**config.mk**
```make
export PLATFORM = sky130hd
export DESIGN_NAME = pipe_stage_hs
export DESIGN_NICKNAME = d
export VERILOG_FILES = /design/src/rtl/pipe_stage_hs_pkg.sv /design/src/rtl/pipe_stage_hs_slot.sv /design/src/rtl/pipe_stage_hs.sv
export SDC_FILE = /design/constraint.sdc
export NUM_CORES = 1
export LEC_CHECK = 0
export ABC_AREA = 1
export BUFFER_PORTS_ARGS = -buffer_cell sky130_fd_sc_hd__buf_2
export CAP_MARGIN = 5
export CORE_UTILIZATION = 25
export DETAILED_ROUTE_END_ITERATION = 8
export SLEW_MARGIN = 40
export SYNTH_ARGS = -nofsm -noshare
export SYNTH_HDL_FRONTEND = slang
export SYNTH_SLANG_ARGS = --single-unit
```
**constraint.sdc**
```tcl
create_clock -name clk -period 1.8 [get_ports clk]
set_input_delay 0.54 -clock clk [delete_from_list [all_inputs] [get_ports clk]]
set_output_delay 0.54 -clock clk [all_outputs]
set_load 0.005 [all_outputs]
```
**src/rtl/pipe_stage_hs_pkg.sv**
```systemverilog
// Shared definitions for the handshaked pipeline stage: occupancy encodings,
// default datapath widths and the stage state type.
package pipe_stage_hs_pkg;

  localparam logic [1:0] OCC_EMPTY = 2'd0;
  localparam logic [1:0] OCC_MAIN  = 2'd1;
  localparam logic [1:0] OCC_FULL  = 2'd2;

  localparam int DEF_DATA_W = 16;
  localparam int DEF_CTRL_W = 2;

  // State encoding doubles as the occupancy count.
  typedef enum logic [1:0] {
    ST_EMPTY = OCC_EMPTY,
    ST_MAIN  = OCC_MAIN,
    ST_FULL  = OCC_FULL
  } state_t;

endpackage

```
**src/rtl/pipe_stage_hs_slot.sv**
```systemverilog
// One beat holder (valid + data + ctrl). Clear drops the beat and zeroes ctrl;
// reset additionally zeroes the data register.
module pipe_stage_hs_slot #(
  parameter int DATA_W = 32,
  parameter int CTRL_W = 2
) (
  input  logic              clk,
  input  logic              rst,
  input  logic              load,
  input  logic              clear,
  input  logic [DATA_W-1:0] in_data,
  input  logic [CTRL_W-1:0] in_ctrl,
  output logic              valid,
  output logic [DATA_W-1:0] data,
  output logic [CTRL_W-1:0] ctrl
);

  logic              valid_reg;
  logic [DATA_W-1:0] data_reg;
  logic [CTRL_W-1:0] ctrl_reg;

  always_ff @(posedge clk) begin
    if (rst) begin
      valid_reg <= 1'b0;
      data_reg  <= '0;
      ctrl_reg  <= '0;
    end else if (clear) begin
      valid_reg <= 1'b0;
      ctrl_reg  <= '0;
    end else if (load) begin
      valid_reg <= 1'b1;
      data_reg  <= in_data;
      ctrl_reg  <= in_ctrl;
    end
  end

  assign valid = valid_reg;
  assign data  = data_reg;
  assign ctrl  = ctrl_reg;

endmodule

```
**src/rtl/pipe_stage_hs.sv**
```systemverilog
// Pipeline stage register with valid/ready handshake, 2-entry skid buffer, flush.
// Optional perf counters (stall_cnt, flush_cnt) when PIPE_STAGE_PERF_EN is defined.
module pipe_stage_hs
  import pipe_stage_hs_pkg::*;
#(
  parameter int DATA_W = DEF_DATA_W,
  parameter int NUM_CH = 2,
  parameter int CTRL_W = DEF_CTRL_W
) (
  input  logic                     clk,
  input  logic                     rst,
  input  logic                     in_valid,
  output logic                     in_ready,
  input  logic [NUM_CH*DATA_W-1:0] in_data,
  input  logic [CTRL_W-1:0]        in_ctrl,
  input  logic                     flush,
  output logic                     out_valid,
  input  logic                     out_ready,
  output logic [NUM_CH*DATA_W-1:0] out_data,
  output logic [CTRL_W-1:0]        out_ctrl,
  output logic [1:0]               occupancy
`ifdef PIPE_STAGE_PERF_EN
  ,
  output logic [15:0]              stall_cnt,
  output logic [15:0]              flush_cnt
`endif
);

  localparam int W = NUM_CH * DATA_W;

  state_t state_reg, state_next;
  logic   in_ready_reg;
  logic   accept, pop, main_from_skid;

  // Index 0 is the main (output-facing) slot, index 1 the skid slot.
  logic [1:0]        slot_load, slot_clear, slot_valid;
  logic [W-1:0]      slot_din  [2];
  logic [W-1:0]      slot_dout [2];
  logic [CTRL_W-1:0] slot_cin  [2];
  logic [CTRL_W-1:0] slot_cout [2];

  always_comb begin
    state_next     = state_reg;
    slot_load      = 2'b00;
    slot_clear     = 2'b00;
    main_from_skid = 1'b0;
    accept         = in_valid & in_ready_reg;
    pop            = slot_valid[0] & out_ready;
    if (flush) begin
      state_next = ST_EMPTY;
      slot_clear = 2'b11;
    end else begin
      case (state_reg)
        ST_EMPTY: begin
          if (accept) begin
            slot_load[0] = 1'b1;
            state_next   = ST_MAIN;
          end
        end
        ST_MAIN: begin
          if (accept && pop) begin
            slot_load[0] = 1'b1;
          end else if (accept) begin
            slot_load[1] = 1'b1;
            state_next   = ST_FULL;
          end else if (pop) begin
            slot_clear[0] = 1'b1;
            state_next    = ST_EMPTY;
          end
        end
        ST_FULL: begin
          if (pop) begin
            slot_load[0]   = 1'b1;
            main_from_skid = 1'b1;
            slot_clear[1]  = 1'b1;
            state_next     = ST_MAIN;
          end
        end
        default: state_next = ST_EMPTY;
      endcase
    end
  end

  // in_ready is a pure register so it never depends on out_ready combinationally.
  always_ff @(posedge clk) begin
    if (rst) begin
      state_reg    <= ST_EMPTY;
      in_ready_reg <= 1'b0;
    end else begin
      state_reg    <= state_next;
      in_ready_reg <= (state_next != ST_FULL);
    end
  end

  assign slot_din[0] = main_from_skid ? slot_dout[1] : in_data;
  assign slot_cin[0] = main_from_skid ? slot_cout[1] : in_ctrl;
  assign slot_din[1] = in_data;
  assign slot_cin[1] = in_ctrl;

  for (genvar gi = 0; gi < 2; gi++) begin : g_slot
    pipe_stage_hs_slot #(
      .DATA_W(W),
      .CTRL_W(CTRL_W)
    ) u_slot (
      .clk     (clk),
      .rst     (rst),
      .load    (slot_load[gi]),
      .clear   (slot_clear[gi]),
      .in_data (slot_din[gi]),
      .in_ctrl (slot_cin[gi]),
      .valid   (slot_valid[gi]),
      .data    (slot_dout[gi]),
      .ctrl    (slot_cout[gi])
    );
  end

  assign in_ready  = in_ready_reg;
  assign out_valid = slot_valid[0];
  assign out_data  = slot_dout[0];
  assign out_ctrl  = slot_valid[0] ? slot_cout[0] : '0;
  assign occupancy = state_reg;

`ifdef PIPE_STAGE_PERF_EN
  logic [15:0] stall_cnt_reg, flush_cnt_reg;

  always_ff @(posedge clk) begin
    if (rst) begin
      stall_cnt_reg <= '0;
      flush_cnt_reg <= '0;
    end else begin
      if (slot_valid[0] && !out_ready && stall_cnt_reg != 16'hFFFF)
        stall_cnt_reg <= stall_cnt_reg + 16'd1;
      if (flush && state_reg != ST_EMPTY && flush_cnt_reg != 16'hFFFF)
        flush_cnt_reg <= flush_cnt_reg + 16'd1;
    end
  end

  assign stall_cnt = stall_cnt_reg;
  assign flush_cnt = flush_cnt_reg;
`endif

endmodule

```
==> metrics <==
P_sw=806 uW; status=finished clean; ant diodes=0; clock tree buffer depth=2; CTS tree=built; Die Span Y=113 um; critical-path cell list=nand2_1 > inv_1 > buf_2; NumNets Final=556; fin crit period=1.51 ns; Gate Count Post-Synth=446; Critical Path End=out_ctrl[0]; Max Freq=664 MHz; Pre-antenna DRT Iters=4; DRT Wirelength=8.13 mm; Setup CP Type=reg2out; syn nets=485; Worst-Margin Slew=0.357 ns; TritonCTS Buffers=9; top-area cell type share of the netlist area=46.7%; CTS sink count=72; Worst-path clk slew=0.05 ns; largest net degree at the start of global routing=37; worst skew pair latency=0.33 ns; Required @ worst endpoint=1.26 ns; Cell Area, Synth=0.00308 mm^2; syn_area_per_cell=6.92 um^2; full die area=0.0128 mm^2; part of the power in registers=45.2%; # DRC=0; Sw Share=21.9%; CP Depth=3; starting density of the core=25.7%; Clock Power Share=47.0%; Post-synth EDFFs=0; Total Routing Usage GR=13.5%; hold buffer count at cts=0; Gate power share=7.8%; Overall Power=3.69 mW; Critical Path Source=g_slot[0].u_slot.valid; slowest cell on the critical path=dfxtp_1; Worst Setup Start Kind=flip-flop; Synth area leader=dfxtp_1; drt wl/cell=12.2 um; Final period util=83.6%; final setup fails=0; Root Driver=clkbuf_16; Vias/cell=4.56; synth unique cells=21; GPL Wtd Cong=0.787; maximum vdd ir drop=0.342 mV; Critical Path Fanout Max=6; initial drt markers=139; number of global-route vias before repair=2844; Final Max Tran Viols=0; num rows=40; PD cells=942 mW/mm^2; Die Wd=113 um; first-pass GRT wire length=13.5 mm; element type at the critical path end=output port; Area growth, synth to finish=26.9%; Core ar.=0.0120 mm^2; initial antenna violation count=0; top_reg_cell synth=dfxtp_1; Max Cap Viol=0; share of async-settable or async-resettable flops after synthesis=0%; FF-to-FF path depth=7; Reg-to-Reg Start=g_slot[0].u_slot.valid; RSZ-0062 raised after global routing=false; slew margin rel.=76.2%; Buf/Inv on CP=2; synth warn=0; Congestion Overflow GR=0; final hold vios=0; leakage=1.85 nW; post-layout util=32.6%; I/O pin total=77; clock skew=0.00353 ns; Area contributors post-synth=dfxtp_1, nor2_1, o21ai_0; Routed Antenna Nets=0; Largest stage delay, worst path=0.42 ns; Worst R2R Setup Slack=0.37 ns; fraction of layout cells with a size suffix above 1=21.8%; Seq/Total Area, Yosys=46.7%; port bufs=76; internal power=2.88 mW; post-CTS resize count=0; postcts setup bufs=0; flip-flop count of the largest register after layout=64; setup TNS=0 ns; H-tree depth=3; worst hold path type=in2reg; crit path DAT=0.97 ns; synthesized flop and latch total=72; Vias=3030; hpwl dp=5.61 mm; capturing point of the worst reg2reg path=g_slot[0].u_slot.data[16]; family with the most delay on the worst path=flip-flops
[power groups by stage]
stage          sequential [mW]  combinational, mW  clock (mW)
2_1_floorplan             1.70              0.157           0
3_3_place_gp              1.70              0.286           0
3_5_place_dp              1.70              0.291           0
4_1_cts                   1.67              0.293        1.78
5_1_grt                   1.67              0.329        1.84
6_report                  1.67              0.288        1.73
[placed cells by master (no fill, tap or decap), drive strengths merged]
cell type  count
nor3           1
dfxtp         72
nor2         142
clkbuf        11
o21a           1
bufinv         1
inv           11
buf           89
nand3         43
clkinv         1
o21ai         66
a21oi          1
nand2         78
a31oi          1
[worst min path at each step]
stage                               endpoint  depth (start not counted)                startpoint
floorplan           g_slot[0].u_slot.ctrl[1]                          2  g_slot[0].u_slot.ctrl[1]
finish                          occupancy[1]                          2                       rst
global placement    g_slot[0].u_slot.ctrl[1]                          2  g_slot[0].u_slot.ctrl[1]
global route                    occupancy[1]                          2                       rst
CTS                             occupancy[1]                          2                       rst
detailed placement  g_slot[1].u_slot.data[9]                          2  g_slot[1].u_slot.data[9]
[cell usage after synthesis (3+ instances only)]
cell type  count
nand3_1       41
buf_6          6
o21ai_0       57
nand2_1       75
buf_2          9
o21ai_1        9
nand2_2        3
inv_2          4
dfxtp_1       72
inv_1          7
nor2_1       140
clkbuf_1      14
[through the flow]
step / cells / hold WS, ns / setup slack, ns / area (um^2)
finish: 665 / 0.434 / 0.295 / 3910
global route: 665 / 0.429 / 0.210 / 3910
CTS: 665 / 0.410 / 0.270 / 3910
detailed placement: 653 / 0.473 / 0.0934 / 3630
global placement: 653 / 0.464 / 0.124 / 3630
floorplan: 446 / 0.455 / 0.363 / 3080
[cells by family after synthesis]
logic type	after synthesis	share of synthesized area (%)
flip-flops	72	46.7
AO/OA/AOI/OAI	69	11.3
AND/OR/NAND/NOR	264	35.1
buffers and inverters	41	6.90
[cell type report]
class                   count  area [um^2]
fillers                  1352         8100
multi-input cells         333         1430
well taps                 147          184
repair buffers             89          528
clock inverters             1         30.0
clock buffers              11          253
inverters                  12         47.5
flip-flops and latches     72         1440
[per-layer routing]
layer,vias up,GRT usage (%),wire length [um],part of all wire (%)
li1,1567,-,-,-
met1,1374,16.6,3880,48
met2,80,22.2,3750,46
met3,9,3.96,410,5.0
met4,0,5.70,93,1.1
met5,-,0,0,0
Power figures use the tool's default switching activity.
